`config.mk`:
```
export PLATFORM = sky130hd
export DESIGN_NAME = sh_dir_stage_flat
export DESIGN_NICKNAME = d
export VERILOG_FILES = /design/src/rtl/sh_dir_stage_if.sv /design/src/rtl/sh_dir_stage.sv /design/src/flat_wrapper.sv
export SDC_FILE = /design/constraint.sdc
export NUM_CORES = 1
export LEC_CHECK = 0
export CAP_MARGIN = 10
export CORE_MARGIN = 8
export CORE_UTILIZATION = 48
export CTS_CLUSTER_DIAMETER = 30
export DETAILED_ROUTE_END_ITERATION = 8
export PLACE_DENSITY = 0.91
export SLEW_MARGIN = 5
export SYNTH_ARGS = -nofsm -noshare
export SYNTH_HDL_FRONTEND = slang
export SYNTH_SLANG_ARGS = --single-unit
export TNS_END_PERCENT = 20
```
`constraint.sdc`:
```
create_clock -name clk -period 3.1 [get_ports clk]
set_input_delay 0.465 -clock clk [delete_from_list [all_inputs] [get_ports clk]]
set_output_delay 0.465 -clock clk [all_outputs]
set_load 0.005 [all_outputs]
```
`src/rtl/sh_dir_stage_if.sv`:
```
// Request/response bundle for the shift direction stage.
// The master side issues requests and consumes results; the slave side is the stage itself.
interface sh_dir_stage_if #(
    parameter int W     = 32,
    parameter int AMT_W = 8
);
    logic             in_valid;
    logic             in_ready;
    logic [1:0]       in_op;
    logic [AMT_W-1:0] in_amt;
    logic [W-1:0]     in_data;
    logic             out_valid;
    logic             out_ready;
    logic [W-1:0]     out_data;
    logic             out_zero;
    logic             out_err;

    modport master (
        output in_valid, in_op, in_amt, in_data, out_ready,
        input  in_ready, out_valid, out_data, out_zero, out_err
    );

    modport slave (
        input  in_valid, in_op, in_amt, in_data, out_ready,
        output in_ready, out_valid, out_data, out_zero, out_err
    );
endinterface

```
`src/rtl/sh_dir_stage.sv`:
```
// Two-stage wrapper that maps SHL/SHR/SAR requests onto an external 32-bit left shifter.
// Stage 1 clamps the amount and pre-conditions the operand (reverse / invert) for the core;
// stage 2 undoes the conditioning on the core's combinational result and holds it for the consumer.
module sh_dir_stage #(
    parameter int W     = 32,
    parameter int AMT_W = 8
) (
    input  logic           clk,
    input  logic           rst,
    sh_dir_stage_if.slave  bus,
    output logic [5:0]     shl_n,
    output logic [W-1:0]   shl_in,
    input  logic [W-1:0]   shl_out
);
    localparam logic [1:0] OP_SHL = 2'b00;
    localparam logic [1:0] OP_SHR = 2'b01;
    localparam logic [1:0] OP_SAR = 2'b10;

    // stage 1 registers
    logic         s1_valid_q, s1_valid_d;
    logic [5:0]   s1_n_q, s1_n_d;
    logic [W-1:0] s1_in_q, s1_in_d;
    logic         s1_rev_q, s1_rev_d;
    logic         s1_sign_q, s1_sign_d;
    logic         s1_err_q, s1_err_d;

    // stage 2 (output) registers
    logic         out_valid_q, out_valid_d;
    logic [W-1:0] out_data_q, out_data_d;
    logic         out_zero_q, out_zero_d;
    logic         out_err_q, out_err_d;

    logic         in_xfer;
    logic         s1_adv;
    logic         in_ready_c;
    logic [W-1:0] in_pre;
    logic [W-1:0] in_rev;
    logic [W-1:0] out_rev;
    logic [W-1:0] res;

    // Bit reversal is pure wiring: one for the operand going in, one for the core result coming back.
    genvar gi;
    generate
        for (gi = 0; gi < W; gi++) begin : g_rev
            assign in_rev[gi]  = in_pre[W-1-gi];
            assign out_rev[gi] = shl_out[W-1-gi];
        end
    endgenerate

    // Handshake: stage 1 empties when stage 2 is free or being drained this cycle.
    always_comb begin
        s1_adv     = s1_valid_q && (!out_valid_q || bus.out_ready);
        in_ready_c = !s1_valid_q || s1_adv;
        in_xfer    = bus.in_valid && in_ready_c;
    end

    // Stage 1 next state: condition the request so every op becomes a left shift.
    always_comb begin
        s1_valid_d = s1_valid_q;
        s1_n_d     = s1_n_q;
        s1_in_d    = s1_in_q;
        s1_rev_d   = s1_rev_q;
        s1_sign_d  = s1_sign_q;
        s1_err_d   = s1_err_q;
        // A negative SAR operand is inverted so the zeros shifted in become ones after un-inverting.
        in_pre     = (bus.in_op == OP_SAR && bus.in_data[W-1]) ? ~bus.in_data : bus.in_data;
        if (in_xfer) begin
            s1_valid_d = 1'b1;
            s1_n_d     = (bus.in_amt >= AMT_W'(32)) ? 6'd32 : bus.in_amt[5:0];
            s1_rev_d   = 1'b0;
            s1_sign_d  = 1'b0;
            s1_err_d   = 1'b0;
            case (bus.in_op)
                OP_SHL: s1_in_d = bus.in_data;
                OP_SHR: begin
                    s1_in_d  = in_rev;
                    s1_rev_d = 1'b1;
                end
                OP_SAR: begin
                    s1_in_d   = in_rev;
                    s1_rev_d  = 1'b1;
                    s1_sign_d = bus.in_data[W-1];
                end
                default: begin
                    // illegal op: pass the operand through unshifted and flag it
                    s1_in_d  = bus.in_data;
                    s1_n_d   = 6'd0;
                    s1_err_d = 1'b1;
                end
            endcase
        end else if (s1_adv) begin
            s1_valid_d = 1'b0;
        end
    end

    // Stage 2 next state: undo the conditioning on the core result and hold it for the consumer.
    always_comb begin
        out_valid_d = out_valid_q;
        out_data_d  = out_data_q;
        out_zero_d  = out_zero_q;
        out_err_d   = out_err_q;
        res         = shl_out;
        if (s1_rev_q) begin
            res = s1_sign_q ? ~out_rev : out_rev;
        end
        if (s1_adv) begin
            out_valid_d = 1'b1;
            out_data_d  = res;
            out_zero_d  = (res == '0);
            out_err_d   = s1_err_q;
        end else if (out_valid_q && bus.out_ready) begin
            out_valid_d = 1'b0;
        end
    end

    // Register both stages; reset empties the pipeline and drops anything in flight.
    always_ff @(posedge clk) begin
        if (rst) begin
            s1_valid_q  <= 1'b0;
            s1_n_q      <= '0;
            s1_in_q     <= '0;
            s1_rev_q    <= 1'b0;
            s1_sign_q   <= 1'b0;
            s1_err_q    <= 1'b0;
            out_valid_q <= 1'b0;
            out_data_q  <= '0;
            out_zero_q  <= 1'b0;
            out_err_q   <= 1'b0;
        end else begin
            s1_valid_q  <= s1_valid_d;
            s1_n_q      <= s1_n_d;
            s1_in_q     <= s1_in_d;
            s1_rev_q    <= s1_rev_d;
            s1_sign_q   <= s1_sign_d;
            s1_err_q    <= s1_err_d;
            out_valid_q <= out_valid_d;
            out_data_q  <= out_data_d;
            out_zero_q  <= out_zero_d;
            out_err_q   <= out_err_d;
        end
    end

    assign bus.in_ready  = in_ready_c;
    assign bus.out_valid = out_valid_q;
    assign bus.out_data  = out_data_q;
    assign bus.out_zero  = out_zero_q;
    assign bus.out_err   = out_err_q;
    assign shl_n         = s1_n_q;
    assign shl_in        = s1_in_q;
endmodule
```
`src/flat_wrapper.sv`:
```
// flat-port wrapper written by rule: the top's interface ports become plain ports
module sh_dir_stage_flat 
#(
    parameter int W     = 32,
    parameter int AMT_W = 8
)
  (clk, rst, shl_n, shl_in, shl_out, bus_in_valid, bus_in_op, bus_in_amt, bus_in_data, bus_out_ready, bus_in_ready, bus_out_valid, bus_out_data, bus_out_zero, bus_out_err);
  sh_dir_stage_if #(.W(W), .AMT_W(AMT_W)) bus_i ();
  input  logic clk;
  input  logic rst;
  output logic [5:0] shl_n;
  output logic [W-1:0] shl_in;
  input  logic [W-1:0] shl_out;
  input wire logic [$bits(bus_i.in_valid)-1:0] bus_in_valid;
  input wire logic [$bits(bus_i.in_op)-1:0] bus_in_op;
  input wire logic [$bits(bus_i.in_amt)-1:0] bus_in_amt;
  input wire logic [$bits(bus_i.in_data)-1:0] bus_in_data;
  input wire logic [$bits(bus_i.out_ready)-1:0] bus_out_ready;
  output wire logic [$bits(bus_i.in_ready)-1:0] bus_in_ready;
  output wire logic [$bits(bus_i.out_valid)-1:0] bus_out_valid;
  output wire logic [$bits(bus_i.out_data)-1:0] bus_out_data;
  output wire logic [$bits(bus_i.out_zero)-1:0] bus_out_zero;
  output wire logic [$bits(bus_i.out_err)-1:0] bus_out_err;
  assign bus_i.in_valid = bus_in_valid;
  assign bus_i.in_op = bus_in_op;
  assign bus_i.in_amt = bus_in_amt;
  assign bus_i.in_data = bus_in_data;
  assign bus_i.out_ready = bus_out_ready;
  assign bus_in_ready = bus_i.in_ready;
  assign bus_out_valid = bus_i.out_valid;
  assign bus_out_data = bus_i.out_data;
  assign bus_out_zero = bus_i.out_zero;
  assign bus_out_err = bus_i.out_err;
  sh_dir_stage #(.W(W), .AMT_W(AMT_W)) u_core (.clk(clk), .rst(rst), .bus(bus_i), .shl_n(shl_n), .shl_in(shl_in), .shl_out(shl_out));
endmodule
```
# == Yosys cells after proc, flatten, opt, wreduce, memory -nomap -nowiden ==
# Cells that the tools add are included.
# totals
elab_cells,42
register_bits,77
input_bits,78
# op_classes
n_bitwise,2
n_mux,13
eq_ne,2
order_cmp,1
n_reduce_logical,14
# ops
cell,count
32-bit two-way mux,4
32-bit inverter,2
32-bit zero test,1
6-bit two-way mux,2
8-bit by 6-bit greater-or-equal comparator with 1-bit output (second input constant),1
1-bit two-way mux,7
1-bit logical AND,4
2-bit nonzero test,2
3-bit OR reduction,1
2-bit by 1-bit == test with 1-bit output (second input constant),1
2-bit == test (second input constant),1
1-bit zero test,2
2-bit zero test,1
1-bit logical OR,2
2-bit OR reduction,1

# == Depth between registers and ports, before layout ==
# Gate-level depths: netlist of run 1.
# logic_depth
ltp_word,6
depth_mapped,8
ltp_nobuf,7

# == Worst setup path before layout of run 1 ==
# No wires, ideal clock.
# synth_path
kind,input to register
start,input shl_out[5]
end,register u_core.out_zero_q (netlist: u_core.bus.out_zero)
slack_ps,1349
stages,5
t_required_ps,3004
arrival_time_ps,1656
cell_sequence,or4_1 > o22ai_1 > nand4_2 > mux2_2 > o41ai_2
# synth_between
elab_chain_cells,4
# synth_rtl
element,line,source
"start, declared",flat_wrapper.sv:13,input logic [W-1:0] shl_out;
32-bit inverter,sh_dir_stage.sv:104,res = s1_sign_q ? ~out_rev : out_rev;
32-bit two-way mux,sh_dir_stage.sv:104,
32-bit two-way mux *,sh_dir_stage.sv:103,if (s1_rev_q) begin
32-bit zero test *,sh_dir_stage.sv:109,out_zero_d = (res == '0);
"end signal, assigned",sh_dir_stage.sv:138,out_zero_q <= out_zero_d;
"end, declared",sh_dir_stage.sv:30,"logic out_zero_q, out_zero_d;"
# Every way passes the cells marked *; elsewhere a longest branch is shown, timed or not.
# A chain may end at the register's enable or synchronous reset.

# == Worst setup path in the final report of run 1 ==
# layout_path
start,input bus_out_ready
end,output bus_in_ready
# layout_between
elab_chain_cells,3
# layout_rtl
element,line,source
"start, declared",flat_wrapper.sv:18,input wire logic [$bits(bus_i.out_ready)-1:0] bus_out_ready;
1-bit logical OR,sh_dir_stage.sv:52,s1_adv = s1_valid_q && (!out_valid_q || bus.out_ready);
1-bit logical AND,sh_dir_stage.sv:52,
1-bit logical OR,sh_dir_stage.sv:53,in_ready_c = !s1_valid_q || s1_adv;
"end, declared",flat_wrapper.sv:19,output wire logic [$bits(bus_i.in_ready)-1:0] bus_in_ready;
# Every way passes these cells.

==> results of run 1 <==
==> synthesized netlist by cell type, drive strengths merged, types with 3 or more instances <==
cell type  instances  area, um2
buf               12       63.8
nand3              3       15.0
and4               3       26.3
or4                4       33.8
a22oi              5       37.5
a211oi            30        225
nor3               6       30.0
a21oi             71        355
mux2i              5       50.1
nor2              81        304
nor4               3       25.0
xnor2             31        272
xor2              31        272
nand3b             3       22.5
o21ai             32        160
nand4              3       25.0
inv                3       11.3
nand2             98        368
dfxtp             77       1540
clkbuf            35        131
a22o               3       26.3
==> stage by stage <==
step | instance area [um2] | utilization [%]
2_1_floorplan | 4140 | -
3_3_place_gp | 5680 | 66.4
3_5_place_dp | 5680 | 66.4
4_1_cts | 5850 | 68.4
5_1_grt | 5850 | 68.4
6_report | 5850 | 68.4
==> worst min-delay path by stage <==
| stage | startpoint | end | slack [ps] | cells past startpoint |
|---|---|---|---|---|
| 3_5_place_dp | u_core.shl_in[4]$_SDFFE_PP0P_ | u_core.shl_in[4]$_SDFFE_PP0P_ | 450 | 2 |
| 6_report | u_core.shl_in[26]$_SDFFE_PP0P_ | u_core.shl_in[26]$_SDFFE_PP0P_ | 460 | 2 |
| 4_1_cts | u_core.shl_in[7]$_SDFFE_PP0P_ | u_core.shl_in[7]$_SDFFE_PP0P_ | 460 | 2 |
| 3_3_place_gp | u_core.shl_in[24]$_SDFFE_PP0P_ | u_core.shl_in[24]$_SDFFE_PP0P_ | 440 | 2 |
| 5_1_grt | u_core.shl_in[7]$_SDFFE_PP0P_ | u_core.shl_in[7]$_SDFFE_PP0P_ | 470 | 2 |
| 2_1_floorplan | u_core.s1_err_q$_SDFFE_PP0P_ | u_core.s1_err_q$_SDFFE_PP0P_ | 440 | 2 |
==> area by class of cell <==
type                    count  area [um2]
fillers                   701        2700
clock buffers              10         138
repair buffers            161        1590
multi-input cells         429        2390
inverters                   3        11.3
flip-flops and latches     77        1540
well taps                 108         135
clock inverters             5        36.3
==> layout by cell type (no fill, tap or decap), types with 9 or more instances in the layout <==
master / count
clkdlybuf4s50_1: 150
xnor2_1: 31
nor2_1: 81
xor2_1: 31
a211oi_1: 30
o21ai_0: 32
a21oi_1: 71
dfxtp_1: 75
clkbuf_8: 10
buf_4: 9
nand2_1: 97
==> kinds of logic (layout without fill, tap and decap cells) <==
group / Yosys count / count (layout) / synth area share, %
AOI/OAI and AO/OA: 147 / 147 / 20.7
xor gates and xnor gates: 62 / 62 / 13.1
buffers and inverters: 50 / 179 / 4.99
adders and majority gates: 2 / 2 / 0.605
DFF: 77 / 77 / 37.3
and+or+nand+nor: 212 / 212 / 21.8
muxes: 6 / 6 / 1.48
==> per-layer routing <==
metal | share of wire [%] | wire (um) | track usage, %
met3 | 12 | 1500 | 8.57
met5 | 0 | 0 | 0
met1 | 41 | 5380 | 25.4
met2 | 46 | 5940 | 35.2
met4 | 1.3 | 167 | 6.45
==> worst max-delay path: stages <==
cell             delay (ps)
clkdlybuf4s50_1         470
nand3b_1                170
clkdlybuf4s50_1         560
==> power breakdown <==
part	internal (W)	switching [W]
registers	0.00105	0.0000504
clock network	0.000309	0.000388
logic	0.000307	0.000275
total	0.00167	0.000713
==> state kept, by name, indices dropped and copies added, names as in the netlist <==
signal,flops
u_core.shl_n,6
u_core.s1_rev_q,1
u_core.shl_in,32
u_core.s1_valid_q,1
u_core.bus.out_valid,1
u_core.bus.out_data,32
u_core.s1_sign_q,1
u_core.bus.out_err,1
u_core.bus.out_zero,1
u_core.s1_err_q,1
==> flow_summary.toml, run 1 <==
[routing]
wirelength_um = 13000
vias = 4294
ant_nets = 0
drt-pass1-iter-count = 4
drcViolationCount = 0
viasPerCell = 5.41
wl_per_cell_um = 16.4
drtIter0Drc = 154

[grt]
grtUsageTotal_pct = 21.5
grt_pass1_vias = 4179
antenna_found_initial = 0
grt_overflow = 0
grt_pass1_wl_um = 20400
grt_max_degree = 65

[power_and_ir_drop]
power_density_nw_per_um2 = 407
power_w = 0.00238
p_leak_nw = 2.13
ir_drop_v = 0.000255

[placed_design]
place_inst = 778
post-place-ws_ps = 670
port_buffers = 151
dp_hpwl_um = 9560
place_congestion = 0.944

[sta]
worst_pin_slew_ps = 818
timing.slew.headroom_pct = 45.5
finalHoldViolCount = 0
period_share_pct = 68.5
rsz0062_at_grt = "no"
finalMaxSlewViolations = 0
min_period_ps = 2120
hold_slack_ps = 457
final.setup.tns_ps = 0
fin_ws_ps = 976
finalSetupViolations = 0
finClkSkew_ps = 12.1
fmax_mhz = 471

[final_layout]
nets = 761
layout-drive-gt1-share_pct = 4.96
final_cells = 793
n_antenna_cell = 0
syn_to_final_growth_pct = 41.4

[floorplanning]
core_area_um2 = 8550
initial_utilization_pct = 48.4
die_area_um2 = 11800
boundaryPins = 152
die_y_um = 109
rows = 34
die_w_um = 109

[synthesis]
synth_cell_types = 40
synth-main-ff-cell = "dfxtp_1"
synth_area_um2 = 4140
synth-seq-cells = 77
ys_async_sr_fraction_pct = 0
synth.avg_cell_area_um2 = 7.44
yosysWarnings = 0
yosysSeqAreaShare_pct = 37.3
syn_nets = 636
synth_edf_count = 0
postSynthCellCount = 556

[worst_setup_path]
rr_endpoint = "u_core.bus.out_zero$_SDFFE_PP0P_"
end_kind = "primary output"
worstSetupStartpoint = "bus_out_ready"
cp_max_fo = 4
cp_data_required_time_ps = 2630
critPathArrivalTime_ps = 1660
r2r_setup_slack_ps = 1060
worst_setup_path_start_kind = "primary input"
endpoint = "bus_in_ready"
reg2regPathDepth = 5
reg2reg_from = "u_core.s1_rev_q$_SDFFE_PP0P_"
path_class = "primary input to primary output"

[cts]
insertion_delay_ps = 360
htreeDepth = 3
cts_resized = 0
clockBufferDepth = 2
cts.root.buffer_cell = "clkbuf_8"
cts_buffers = 9
post_cts_buffers = 0
clkTransAtPathRegs_ps = 80
ctsHoldBuffers = 0
cts.sinks = 77
cts_tree = "built"

[min_path]
min_path_type = "flop to flop"

[run_status]
status = "finished clean"

[run]
max-cap-violations = 0
No activity file was read; power rests on OpenSTA's default activity.
==> inputs of run 2 (changes only) <==
--- a/config.mk
+++ b/config.mk
@@ -7,10 +7,10 @@
 export LEC_CHECK = 0
 export CAP_MARGIN = 10
 export CORE_MARGIN = 8
-export CORE_UTILIZATION = 48
+export CORE_UTILIZATION = 41
 export CTS_CLUSTER_DIAMETER = 30
 export DETAILED_ROUTE_END_ITERATION = 8
-export PLACE_DENSITY = 0.91
+export PLACE_DENSITY = 0.83
 export SLEW_MARGIN = 5
 export SYNTH_ARGS = -nofsm -noshare
 export SYNTH_HDL_FRONTEND = slang
==> constraint.sdc (replaced) <==
create_clock -name clk -period 1.85 [get_ports clk]
set_input_delay 0.2775 -clock clk [delete_from_list [all_inputs] [get_ports clk]]
set_output_delay 0.2775 -clock clk [all_outputs]
set_load 0.005 [all_outputs]
==> run 2 against run 1 <==
  * Non-clock buffer count grew 43
  * Via count grew 4.8%
  * Critical path depth grew 2
  * Sequential power grew 65%
  * Die area grew 14%
  * Critical path type is now flop to flop
  * Critical endpoint is now u_core.bus.out_zero$_SDFFE_PP0P_
  * Largest power group unchanged
==> flow_summary.toml, run 2 (same netlist as run 1, synthesis figures left out) <==
[run_status]
status = "finished clean"

[sta]
finClkSkew_ps = 5.79
hold_slack_ps = 349
fin_ws_ps = 88.6
timing.slew.headroom_pct = 74.5
finalMaxSlewViolations = 0
rsz0062_at_grt = "no"
finalSetupViolations = 0
finalHoldViolCount = 0
period_share_pct = 95.2
min_period_ps = 1760
fmax_mhz = 568
worst_pin_slew_ps = 372

[floorplanning]
die_y_um = 116
boundaryPins = 152
rows = 36
die_w_um = 116
die_area_um2 = 13600
core_area_um2 = 9770
initial_utilization_pct = 42.3

[placed_design]
post-place-ws_ps = -263
place_inst = 846
dp_hpwl_um = 10500
place_congestion = 0.910
port_buffers = 151

[grt]
antenna_found_initial = 1
grt_overflow = 0
grt_pass1_wl_um = 22000
grt_pass1_vias = 4480
grt_max_degree = 78
grtUsageTotal_pct = 20.4

[routing]
drtIter0Drc = 192
viasPerCell = 5.21
drcViolationCount = 0
drt-pass1-iter-count = 4
wirelength_um = 13700
vias = 4498
wl_per_cell_um = 15.9
ant_nets = 0
wl_met3_um = 1460
routed.top_layer = "met4"
met2_length_um = 6530
m1WireLength_um = 5580

[final_layout]
nets = 804
syn_to_final_growth_pct = 51.0
final_cells = 863
layout-drive-gt1-share_pct = 10.7
final_cell_mix = "clkdlybuf4s50_1, nand2_1, nor2_1, dfxtp_1, a21oi_1"
mostFrequentLayoutCell = "clkdlybuf4s50_1"

[cts]
cts.sinks = 77
cts.root.buffer_cell = "clkbuf_8"
cts_buffers = 9
ctsHoldBuffers = 0
clkTransAtPathRegs_ps = 80
htreeDepth = 3
clockBufferDepth = 2
insertion_delay_ps = 350
cts_tree = "built"

[worst_setup_path]
path_class = "flop to flop"
worstSetupStartpoint = "u_core.s1_sign_q$_SDFFE_PP0P_"
slowest_delay_ps = 520
reg2reg_from = "u_core.s1_sign_q$_SDFFE_PP0P_"
path_buf_inv = 0
cp_max_fo = 6
slowest_stage = "or4_1"
worst_setup_path_start_kind = "flop"
cp_data_required_time_ps = 2110
path_cells = "or4_1 > mux2i_1 > nand4_2 > mux2_2 > o41ai_2"
end_kind = "flop"
critPathArrivalTime_ps = 2020
crit_family = "simple AND/OR/NAND/NOR gates"

[run]
max-cap-violations = 0

[power_and_ir_drop]
ir_drop_v = 0.000423
power_w = 0.00408
power_density_nw_per_um2 = 653
p_leak_nw = 2.36

[min_path]
hp-start = "rst"
min_path_type = "primary input to flop"
==> run 2: cell count changes in the layout (fill, tap and decap cells not counted), sizes merged <==
| cell | before | now |
|---|---|---|
| clkinv | 1 | 4 |
| diode | 0 | 1 |
| clkinvlp | 3 | 2 |
| inv | 4 | 3 |
| buf | 11 | 54 |
==> run 2: cell type report <==
| cell class | count | area [um2] |
|---|---|---|
| flip-flops and latches | 77 | 1550 |
| multi-input cells | 429 | 2390 |
| inverters | 3 | 11.3 |
| repair buffers | 204 | 1950 |
| fillers | 812 | 3520 |
| diodes | 1 | 2.50 |
| clock buffers | 10 | 138 |
| well taps | 133 | 166 |
| clock inverters | 6 | 38.8 |
==> run 2: where the power goes <==
group	internal (W)	switching (W)	total (W)
sequential	0.00176	0.0000594	0.00182
clock	0.000519	0.000651	0.00117
combinational	0.000585	0.000506	0.00109
==> run 2: path summary, 6_finish.rpt <==
kind                                       to  slack [ps]  depth (start not counted)
max          u_core.bus.out_zero$_SDFFE_PP0P_          90                          5
min          u_core.bus.out_zero$_SDFFE_PP0P_         350                          4
max reg2reg  u_core.bus.out_zero$_SDFFE_PP0P_          90                          5
min reg2reg    u_core.shl_in[20]$_SDFFE_PP0P_         450                          2
==> run 2: layer usage <==
layer  global-route usage, %  vias up
met4                    5.53        0
met2                    35.1      159
met5                       0        -
li1                        -     2217
met3                    8.48       14
met1                    22.7     2108
==> run 2: tightest hold or removal path: cells and delay by family <==
family | cells | cell delay (ps)
buffers and inverters | 1 | 130
AO/OA/AOI/OAI | 2 | 150
AND/OR/NAND/NOR | 1 | 100
==> run 2: stage by stage <==
stage               cell area, um2  setup TNS [ps]  util (%)
finish                        6250               0      63.9
global route                  6250               0      63.9
CTS                           6240               0      63.9
detailed placement            6070           -1390      62.1
global placement              6070            -222      62.1
floorplan                     4140               0         -
==> run 2: what timing repair did <==
| item | CTS | global route |
|---|---|---|
| buffers inserted | 0 | 0 |
| setup endpoints to repair | 0 | 1 |
| gates resized for setup | 0 | 1 |
==> RTL edit (settings of run 2) <==
`W` is set to 32 in 3 places; all go to 36.
--- a/src/rtl/sh_dir_stage_if.sv
+++ b/src/rtl/sh_dir_stage_if.sv
@@ -3,3 +3,3 @@
 interface sh_dir_stage_if #(
-    parameter int W     = 32,
+    parameter int W     = 36,
     parameter int AMT_W = 8
--- a/src/rtl/sh_dir_stage.sv
+++ b/src/rtl/sh_dir_stage.sv
@@ -4,3 +4,3 @@
 module sh_dir_stage #(
-    parameter int W     = 32,
+    parameter int W     = 36,
     parameter int AMT_W = 8
--- a/src/flat_wrapper.sv
+++ b/src/flat_wrapper.sv
@@ -3,3 +3,3 @@
 #(
-    parameter int W     = 32,
+    parameter int W     = 36,
     parameter int AMT_W = 8
Interface: changed (resized bus_in_data, bus_out_data, shl_in and shl_out); port bits go from 152 to 168. The function was not compared with the original's and may differ.
==> RTL edit against run 2 <==
- register-to-register slack improved by 0.12 ns
- clock skew increased by 0.0012 ns
- wire length is 22% higher
- sequential share of layout area shrank 1.1 points
- final area rose by 15%
- sequential cell count increased by 8
- fmax up 3.4%
- area after synthesis increased by 12%
- combinational power rose by 17%
- global-route usage grew 1.7 points
- setup slack improved by 0.057 ns
- first-iteration DRC count increased to 2.7 times the old value
- utilization rose by 2.0 points
- power increased by 29%
- largest power group unchanged
- highest routed layer unchanged
==> RTL edit: results (changes against run 2) <==
global_route:
  grt_usage_pct: 22.1  # +1.7 points
  grt_pass1_vias: 5002  # +12%
  antenna_found_initial: 0  # -1
  grt_pass1_wl_mm: 26.3  # +19%
power:
  power_leakage_nw: 2.72  # +15%
  irDropWorstVdd_mv: 0.650  # +53%
  p_sw_share_pct: 26.7  # -3.1 points
routing:
  wl_per_cell_um: 17.3  # +9.1%
  first_pass_iters: 5  # +1
  viasPerCell: 5.29  # +1.5%
placement:
  dp_cells: 952  # +13%
  port_buffers: 167  # +11%
  placed_area_um2: 6880  # +13%
  place_congestion: 0.976  # +7.3%
  dpl_worst_slack_ns: -0.117  # +0.146 ns
  hpwl_mm: 13.0  # +25%
setup_path:
  cp_data_arrival_time_ns: 1.43  # -0.59 ns
  ff2ff_setup_slack_ns: 0.21  # +0.12 ns
synthesis:
  postSynthCellCount: 626  # +13%
  ys_seq_area_share_pct: 36.9  # -0.40 points
  ys_top_cells_by_area: "dfxtp_1 37%, nand2_1 8.9%, a21oi_1 8.6%, nor2_1 7.4%, xnor2_1 6.8%"
  synth_common_cells: "110 x nand2_1, 91 x nor2_1, 85 x dfxtp_1, 79 x a21oi_1, 38 x o21ai_0"
  syn_nets: 714  # +12%
sta:
  max_slew.worst_pin.slew_ns: 0.682  # +0.309 ns
  fin_skew_ns: 0.00696  # +0.00117 ns
  hold-worst-slack_ns: 0.451  # +0.102 ns
  max_clock_freq_mhz: 587  # +3.4%
final_layout:
  nNetsFinal: 911  # +13%
  finalNonFillerCells: 968  # +12%
  num-fill-cells: 915  # +13%
  antennaDiodeCount: 0  # -1
clock_tree:
  path_clk_slew_ns: 0.06  # -0.02 ns
  cts_root_buf: "clkbuf_16"
hold_path:
  hold_class: "flop to flop"
status:
  status: "finished, final reports clean"
[RTL edit: layer usage]
metal  vias up  GRT usage, %  wire length (µm)
li1       2522             -                 -
met1      2378          27.8              6970
met2       182          36.0              8020
met3        39          4.16              1150
met4         0          10.4               641
met5         -             0                 0
[RTL edit: worst paths after layout]
path,startpoint,to,depth (start not counted)
worst max-delay path,bus_out_ready,bus_in_ready,3
worst min-delay path,u_core.shl_in[13],u_core.shl_in[13],2
worst max register to register,u_core.s1_sign_q,u_core.bus.out_zero,6
worst min register to register,u_core.shl_in[13],u_core.shl_in[13],2
[RTL edit: logic make-up (layout without fill, tap and decap cells)]
kind of cell	Yosys count	after routing	synth area share, %
buffers and inverters	57	259	5.50
adder cells (fa/ha/maj)	2	2	0.542
AO/OA/AOI/OAI	170	170	21.5
AND/OR/NAND/NOR	240	240	21.8
XOR/XNOR	70	70	13.3
flip-flops	85	85	36.9
multiplexers	2	2	0.434
[RTL edit: worst max-delay path, cell delays in order]
cell and delay [ns]:
clkdlybuf4s50_1 0.46, nand3b_1 0.16, clkdlybuf4s50_1 0.53
[RTL edit: area by class of cell]
| type | instances | area, µm² | area share [%] |
|---|---|---|---|
| clock buffer | 10 | 239 | 3.31 |
| clock inverter | 6 | 86.3 | 1.20 |
| inverter | 4 | 15.0 | 0.208 |
| multi-input combinational | 484 | 2670 | 37.0 |
| sequential | 85 | 1710 | 23.7 |
| tap | 140 | 175 | 2.43 |
| timing repair buffer | 239 | 2320 | 32.2 |
[RTL edit: power groups by stage]
stage | clock, mW | combinational [mW] | sequential [mW]
after floorplan | 0 | 0.531 | 2.05
after global placement | 0 | 1.24 | 2.06
after detailed placement | 0 | 1.27 | 2.07
after CTS | 1.98 | 1.28 | 2.03
after global routing | 2.07 | 1.39 | 2.04
final | 1.94 | 1.28 | 2.03
